$ cat src/rtl/cache_refill_ctrl.sv
// Cache line replacement sequencer: optional dirty write-back, then line refill from memory,
// driving the replace-side data-RAM port while holding the RAM select.
//
// state     | meaning
// ----------+-------------------------------------------------------------
// IDLE      | waiting for a request; read/write side owns the data RAM
// WB_RD     | present victim word address {set,cnt} to the RAM
// WB_CAP    | capture RAM read data into the write-back word register
// WB_SEND   | offer the victim word to memory, held until mem_wrReady
// RF_REQ    | refill burst request, held until mem_rdReqReady
// RF_DATA   | write each valid refill word straight into the RAM
// DONE      | one-cycle completion pulse, RAM still selected
module cache_refill_ctrl #(
  parameter int ADDR_WIDTH   = 8,
  parameter int OFFSET_WIDTH = 3,
  localparam int SET_WIDTH   = ADDR_WIDTH - OFFSET_WIDTH,
  localparam int TAG_WIDTH   = 30 - ADDR_WIDTH
) (
  input  logic                  clk,
  input  logic                  rst_n,
  input  logic                  req_valid,
  output logic                  req_ready,
  input  logic [SET_WIDTH-1:0]  req_set,
  input  logic [1:0]            req_way,
  input  logic                  req_dirty,
  input  logic [TAG_WIDTH-1:0]  req_victimTag,
  input  logic [TAG_WIDTH-1:0]  req_newTag,
  output logic                  done,
  output logic                  sel,
  output logic [1:0]            ri_rwChannel,
  output logic [ADDR_WIDTH-1:0] ri_readAddress,
  input  logic [31:0]           ri_readData,
  output logic [ADDR_WIDTH-1:0] ri_writeAddress,
  output logic                  ri_writeEnable,
  output logic [3:0]            ri_writeByteEnable,
  output logic [31:0]           ri_writeData,
  output logic                  mem_wrValid,
  input  logic                  mem_wrReady,
  output logic [31:0]           mem_wrAddress,
  output logic [31:0]           mem_wrData,
  output logic                  mem_wrLast,
  output logic                  mem_rdReqValid,
  input  logic                  mem_rdReqReady,
  output logic [31:0]           mem_rdAddress,
  input  logic                  mem_rdDataValid,
  input  logic [31:0]           mem_rdData
);

  typedef enum logic [2:0] {
    S_IDLE    = 3'd0,
    S_WB_RD   = 3'd1,
    S_WB_CAP  = 3'd2,
    S_WB_SEND = 3'd3,
    S_RF_REQ  = 3'd4,
    S_RF_DATA = 3'd5,
    S_DONE    = 3'd6
  } state_t;

  state_t                  r_state;
  state_t                  w_next_state;
  logic [OFFSET_WIDTH-1:0] r_cnt;
  logic [SET_WIDTH-1:0]    r_set;
  logic [1:0]              r_way;
  logic [TAG_WIDTH-1:0]    r_victim_tag;
  logic [TAG_WIDTH-1:0]    r_new_tag;
  logic [31:0]             r_wb_data;
  logic                    w_cnt_last;

  assign w_cnt_last = &r_cnt;

  always_ff @(posedge clk or negedge rst_n) begin
    if (!rst_n) begin
      r_state      <= S_IDLE;
      r_cnt        <= '0;
      r_set        <= '0;
      r_way        <= '0;
      r_victim_tag <= '0;
      r_new_tag    <= '0;
      r_wb_data    <= '0;
    end else begin
      r_state <= w_next_state;
      case (r_state)
        S_IDLE: begin
          if (req_valid) begin
            r_set        <= req_set;
            r_way        <= req_way;
            r_victim_tag <= req_victimTag;
            r_new_tag    <= req_newTag;
            r_cnt        <= '0;
          end
        end
        S_WB_CAP: r_wb_data <= ri_readData;
        S_WB_SEND: begin
          if (mem_wrReady) r_cnt <= w_cnt_last ? '0 : r_cnt + OFFSET_WIDTH'(1);
        end
        // the increment after the last word lands back on zero, leaving cnt clean for DONE
        S_RF_DATA: begin
          if (mem_rdDataValid) r_cnt <= r_cnt + OFFSET_WIDTH'(1);
        end
        default: ;
      endcase
    end
  end

  always_comb begin
    w_next_state = r_state;
    case (r_state)
      S_IDLE:    if (req_valid) w_next_state = req_dirty ? S_WB_RD : S_RF_REQ;
      S_WB_RD:   w_next_state = S_WB_CAP;
      S_WB_CAP:  w_next_state = S_WB_SEND;
      S_WB_SEND: if (mem_wrReady) w_next_state = w_cnt_last ? S_RF_REQ : S_WB_RD;
      S_RF_REQ:  if (mem_rdReqReady) w_next_state = S_RF_DATA;
      S_RF_DATA: if (mem_rdDataValid && w_cnt_last) w_next_state = S_DONE;
      S_DONE:    w_next_state = S_IDLE;
      default:   w_next_state = S_IDLE;
    endcase
  end

  always_comb begin
    req_ready          = 1'b0;
    done               = 1'b0;
    sel                = 1'b1;
    ri_rwChannel       = r_way;
    ri_readAddress     = '0;
    ri_writeAddress    = '0;
    ri_writeEnable     = 1'b0;
    ri_writeByteEnable = 4'h0;
    ri_writeData       = '0;
    mem_wrValid        = 1'b0;
    mem_wrAddress      = '0;
    mem_wrData         = '0;
    mem_wrLast         = 1'b0;
    mem_rdReqValid     = 1'b0;
    mem_rdAddress      = '0;
    case (r_state)
      S_IDLE: begin
        req_ready = 1'b1;
        sel       = 1'b0;
      end
      S_WB_RD, S_WB_CAP: ri_readAddress = {r_set, r_cnt};
      S_WB_SEND: begin
        ri_readAddress = {r_set, r_cnt};
        mem_wrValid    = 1'b1;
        mem_wrAddress  = {r_victim_tag, r_set, r_cnt, 2'b00};
        mem_wrData     = r_wb_data;
        mem_wrLast     = w_cnt_last;
      end
      S_RF_REQ: begin
        mem_rdReqValid = 1'b1;
        mem_rdAddress  = {r_new_tag, r_set, {OFFSET_WIDTH{1'b0}}, 2'b00};
      end
      S_RF_DATA: begin
        ri_writeAddress    = {r_set, r_cnt};
        ri_writeEnable     = mem_rdDataValid;
        ri_writeByteEnable = mem_rdDataValid ? 4'hF : 4'h0;
        ri_writeData       = mem_rdDataValid ? mem_rdData : 32'h0;
      end
      S_DONE: done = 1'b1;
      default: sel = 1'b0;
    endcase
  end

endmodule
$ cat config.mk
export PLATFORM = sky130hd
export DESIGN_NAME = cache_refill_ctrl
export DESIGN_NICKNAME = d
export VERILOG_FILES = /design/src/rtl/cache_refill_ctrl.sv
export SDC_FILE = /design/constraint.sdc
export NUM_CORES = 1
export LEC_CHECK = 0
export CAP_MARGIN = 20
export CELL_PAD_IN_SITES_DETAIL_PLACEMENT = 1
export CELL_PAD_IN_SITES_GLOBAL_PLACEMENT = 2
export CORE_ASPECT_RATIO = 0.8
export CORE_MARGIN = 4
export CORE_UTILIZATION = 19
export DETAILED_ROUTE_END_ITERATION = 10
export PLACE_DENSITY_LB_ADDON = 0.1
export RECOVER_POWER = 25
export SETUP_SLACK_MARGIN = 0.1
export SYNTH_ARGS = -nofsm -noshare
export SYNTH_HDL_FRONTEND = slang
export SYNTH_SLANG_ARGS = --single-unit
$ cat constraint.sdc
create_clock -name clk -period 2.1 [get_ports clk]
set_clock_uncertainty 0.15 [all_clocks]
set_input_delay 0.63 -clock clk [delete_from_list [all_inputs] [get_ports clk]]
set_output_delay 0.63 -clock clk [all_outputs]
set_load 0.03 [all_outputs]
==> results.json, run 1 <==
{
  "routabilityCongestion": 0.764,
  "dpl.cell_count": 971,
  "synth_top_area_share_pct": 48.1,
  "die_y_um": 148,
  "cp-end-kind": "output port",
  "path_max_fanout": 17,
  "yosys-top-cells-area": "dfrtp_1, mux2_2, and2_1, and3_1, buf_4",
  "cts_buffers": 9,
  "drt_iter0_markers": 82,
  "clk_pin_slew_ps": 60,
  "pin_count": 279,
  "busiest_layer": "met2",
  "hold_slack_ps": 349,
  "finalWirelength_um": 20500,
  "port_buffers": 271,
  "grt_use_total_pct": 13.4,
  "crit_arrival_ps": 1690,
  "num_vias": 4287,
  "synth_cell_types": 32,
  "postSynthAreaPerCell_um2": 11.5,
  "stdcell_count": 1021,
  "dpl.hpwl_um": 13700,
  "die_w_um": 182,
  "grt_overflow": 0,
  "synthFlopType": "dfrtp_1",
  "drive_above_1_share_pct": 64.3,
  "synth.most_common_cell": "dfrtp_1",
  "startpoint": "r_state[1]",
  "cts.sinks": 89,
  "syn-cell-area_um2": 4630,
  "worstSkewPairLatency_ps": 340,
  "dr.pass1.iters": 4,
  "ys_async_sr_fraction_pct": 100,
  "antenna_cells_inserted": 0,
  "grt_pass1_vias": 4583,
  "initial_core_util_pct": 19.6,
  "dp_slack_ps": -352,
  "cp_top_family": "simple AND/OR/NAND/NOR gates",
  "drc_errors": 0,
  "clk_path_buf_depth": 2,
  "core_um2": 23600,
  "slew_headroom_pct": 9.68,
  "multi_input_area_um2": 2680,
  "hold_start": "r_wb_data[6]",
  "report.final.slew_viol_count": 0,
  "failed_checks": "setup timing",
  "yosysTopAreaCell": "dfrtp_1",
  "timing.rr.end": "r_new_tag[17]",
  "required_ps": 1320,
  "drv_cap": 0,
  "period_share_pct": 118,
  "p_leak_nw": 4.31,
  "r2r_cells": 8,
  "min_path_type": "flip-flop to flip-flop",
  "grt_pass1_wl_um": 28400,
  "use_met2_pct": 21.0,
  "max_slew.worst_pin.slew_ps": 1350,
  "reg2reg_slack_ps": -50,
  "regArea_um2": 2230,
  "critPathBufInv": 2,
  "ant_nets": 0,
  "min_period_ps": 2470,
  "worstSetupStartpointType": "flip-flop",
  "rows": 50,
  "root_buffer": "clkbuf_16",
  "path_cells": "and3b_4 > buf_12 > and2_4 > buf_6",
  "setup_violations": 193,
  "crit_cells": 4,
  "rsz0062_at_grt": "true",
  "routed_via_density": 4.20,
  "antenna_found_initial": 0,
  "cpMaxStageDelayCell": "dfrtp_2",
  "cp_slowest_stage_delay_ps": 460,
  "vdd_drop_max_uv": 591,
  "timing.rr.start": "r_state[2]",
  "dieArea_um2": 26900,
  "fill_cells": 2473,
  "pwr_density_cell_nw_per_um2": 1430,
  "grt_max_degree": 90,
  "synth_edf_count": 0,
  "criticalPathCategory": "flip-flop to output port",
  "use_met3_pct": 6.15,
  "endpoint": "ri_writeByteEnable[2]",
  "cts_max_level": 3,
  "grtUsageMet1_pct": 16.9,
  "ys_top_cells_by_count": "dfrtp_1, mux2_2, and2_1",
  "ys_seq_area_share_pct": 48.1,
  "layout_setup_ws_ps": -374,
  "syn_inst": 403,
  "setup-tns-final_ps": -48090,
  "hold_violations": 0,
  "cts_hold_buf": 0,
  "outcome": "finished with violations",
  "areaGrowthSynthToFinish_pct": 106,
  "final_nets": 829,
  "synth_seq_cells": 89,
  "wl_per_cell_um": 20.1,
  "tritoncts": "yes",
  "clock.fmax_mhz": 404,
  "final_core_util_pct": 40.3,
  "yosysWarnings": 0
}
-- placed cells by master (no fill, tap or decap), drive strengths merged, types with 3 or more instances in the layout --
cell type      instances
clkinv                 3
and2                  76
conb                   7
ha                     3
clkdlybuf4s50        119
o21ai                  4
and3                  60
nor3                   7
nor2                  11
clkbuf                22
mux2                  83
nand2                  3
buf                  195
dfrtp                 89
inv                    5
mux2i                  4
-- timing repair --
action | in CTS | in global routing
endpoints found under the setup margin | 153 | 202
pin swaps | 4 | 22
gates resized for setup | 89 | 148
gates cloned | 1 | 13
setup buffers | 6 | 14
-- stage by stage --
stage / power [mW] / area (um^2)
after floorplan: 7.63 / 5010
after global placement: 10.1 / 7840
after detailed placement: 10.2 / 7840
after global routing: 14.4 / 9530
after CTS: 12.5 / 8520
final: 13.6 / 9530
-- area by class of cell --
class,count,area share [%]
Multi-Input combinational cell,271,28.1
Tap cell,312,4.10
Sequential cell,89,23.4
Clock inverter,6,0.446
Timing Repair Buffer,329,41.4
Inverter,4,0.158
Clock buffer,10,2.40
-- metal layers --
| metal | routed length, um | vias up |
|---|---|---|
| li1 | - | 1966 |
| met1 | 8770 | 2124 |
| met2 | 9450 | 170 |
| met3 | 1900 | 27 |
| met4 | 391 | 0 |
| met5 | 0 | - |
-- where the power goes --
part | switching (mW) | internal [mW]
clock | 0.747 | 0.807
sequential | 0.510 | 2.59
combinational | 4.02 | 4.93
total | 5.27 | 8.32
-- worst min-delay path by stage --
| stage | slack (ps) | depth (start not counted) | endpoint |
|---|---|---|---|
| 2_1_floorplan | 180 | 0 | r_cnt[0] |
| 3_3_place_gp | 320 | 1 | r_wb_data[6] |
| 3_5_place_dp | 340 | 1 | r_wb_data[6] |
| 4_1_cts | 200 | 2 | r_wb_data[10] |
| 5_1_grt | 370 | 1 | r_new_tag[14] |
| 6_report | 350 | 1 | r_wb_data[6] |
-- cell families after synthesis --
| family | after synthesis | synth area share (%) |
|---|---|---|
| fa+ha+maj | 3 | 0.811 |
| simple gates | 163 | 21.9 |
| other cells | 1 | 0.0810 |
| flops | 89 | 48.1 |
| buf+inv | 49 | 6.52 |
| compound gates | 11 | 1.54 |
| mux | 87 | 21.1 |
-- state kept, by name, summed over array words and instances, names as in the netlist --
register / count
r_new_tag: 22
ri_rwChannel: 2
r_set: 5
r_wb_data: 32
r_state: 3
r_cnt: 3
r_victim_tag: 22
Power figures use the tool's default switching activity.
==> run 2, diff against run 1 <==
HOLD_SLACK_MARGIN = 0.12   (was not set)
==> results of run 2 <==
The final DEF is identical to that of run 1; final timing and power are the same.
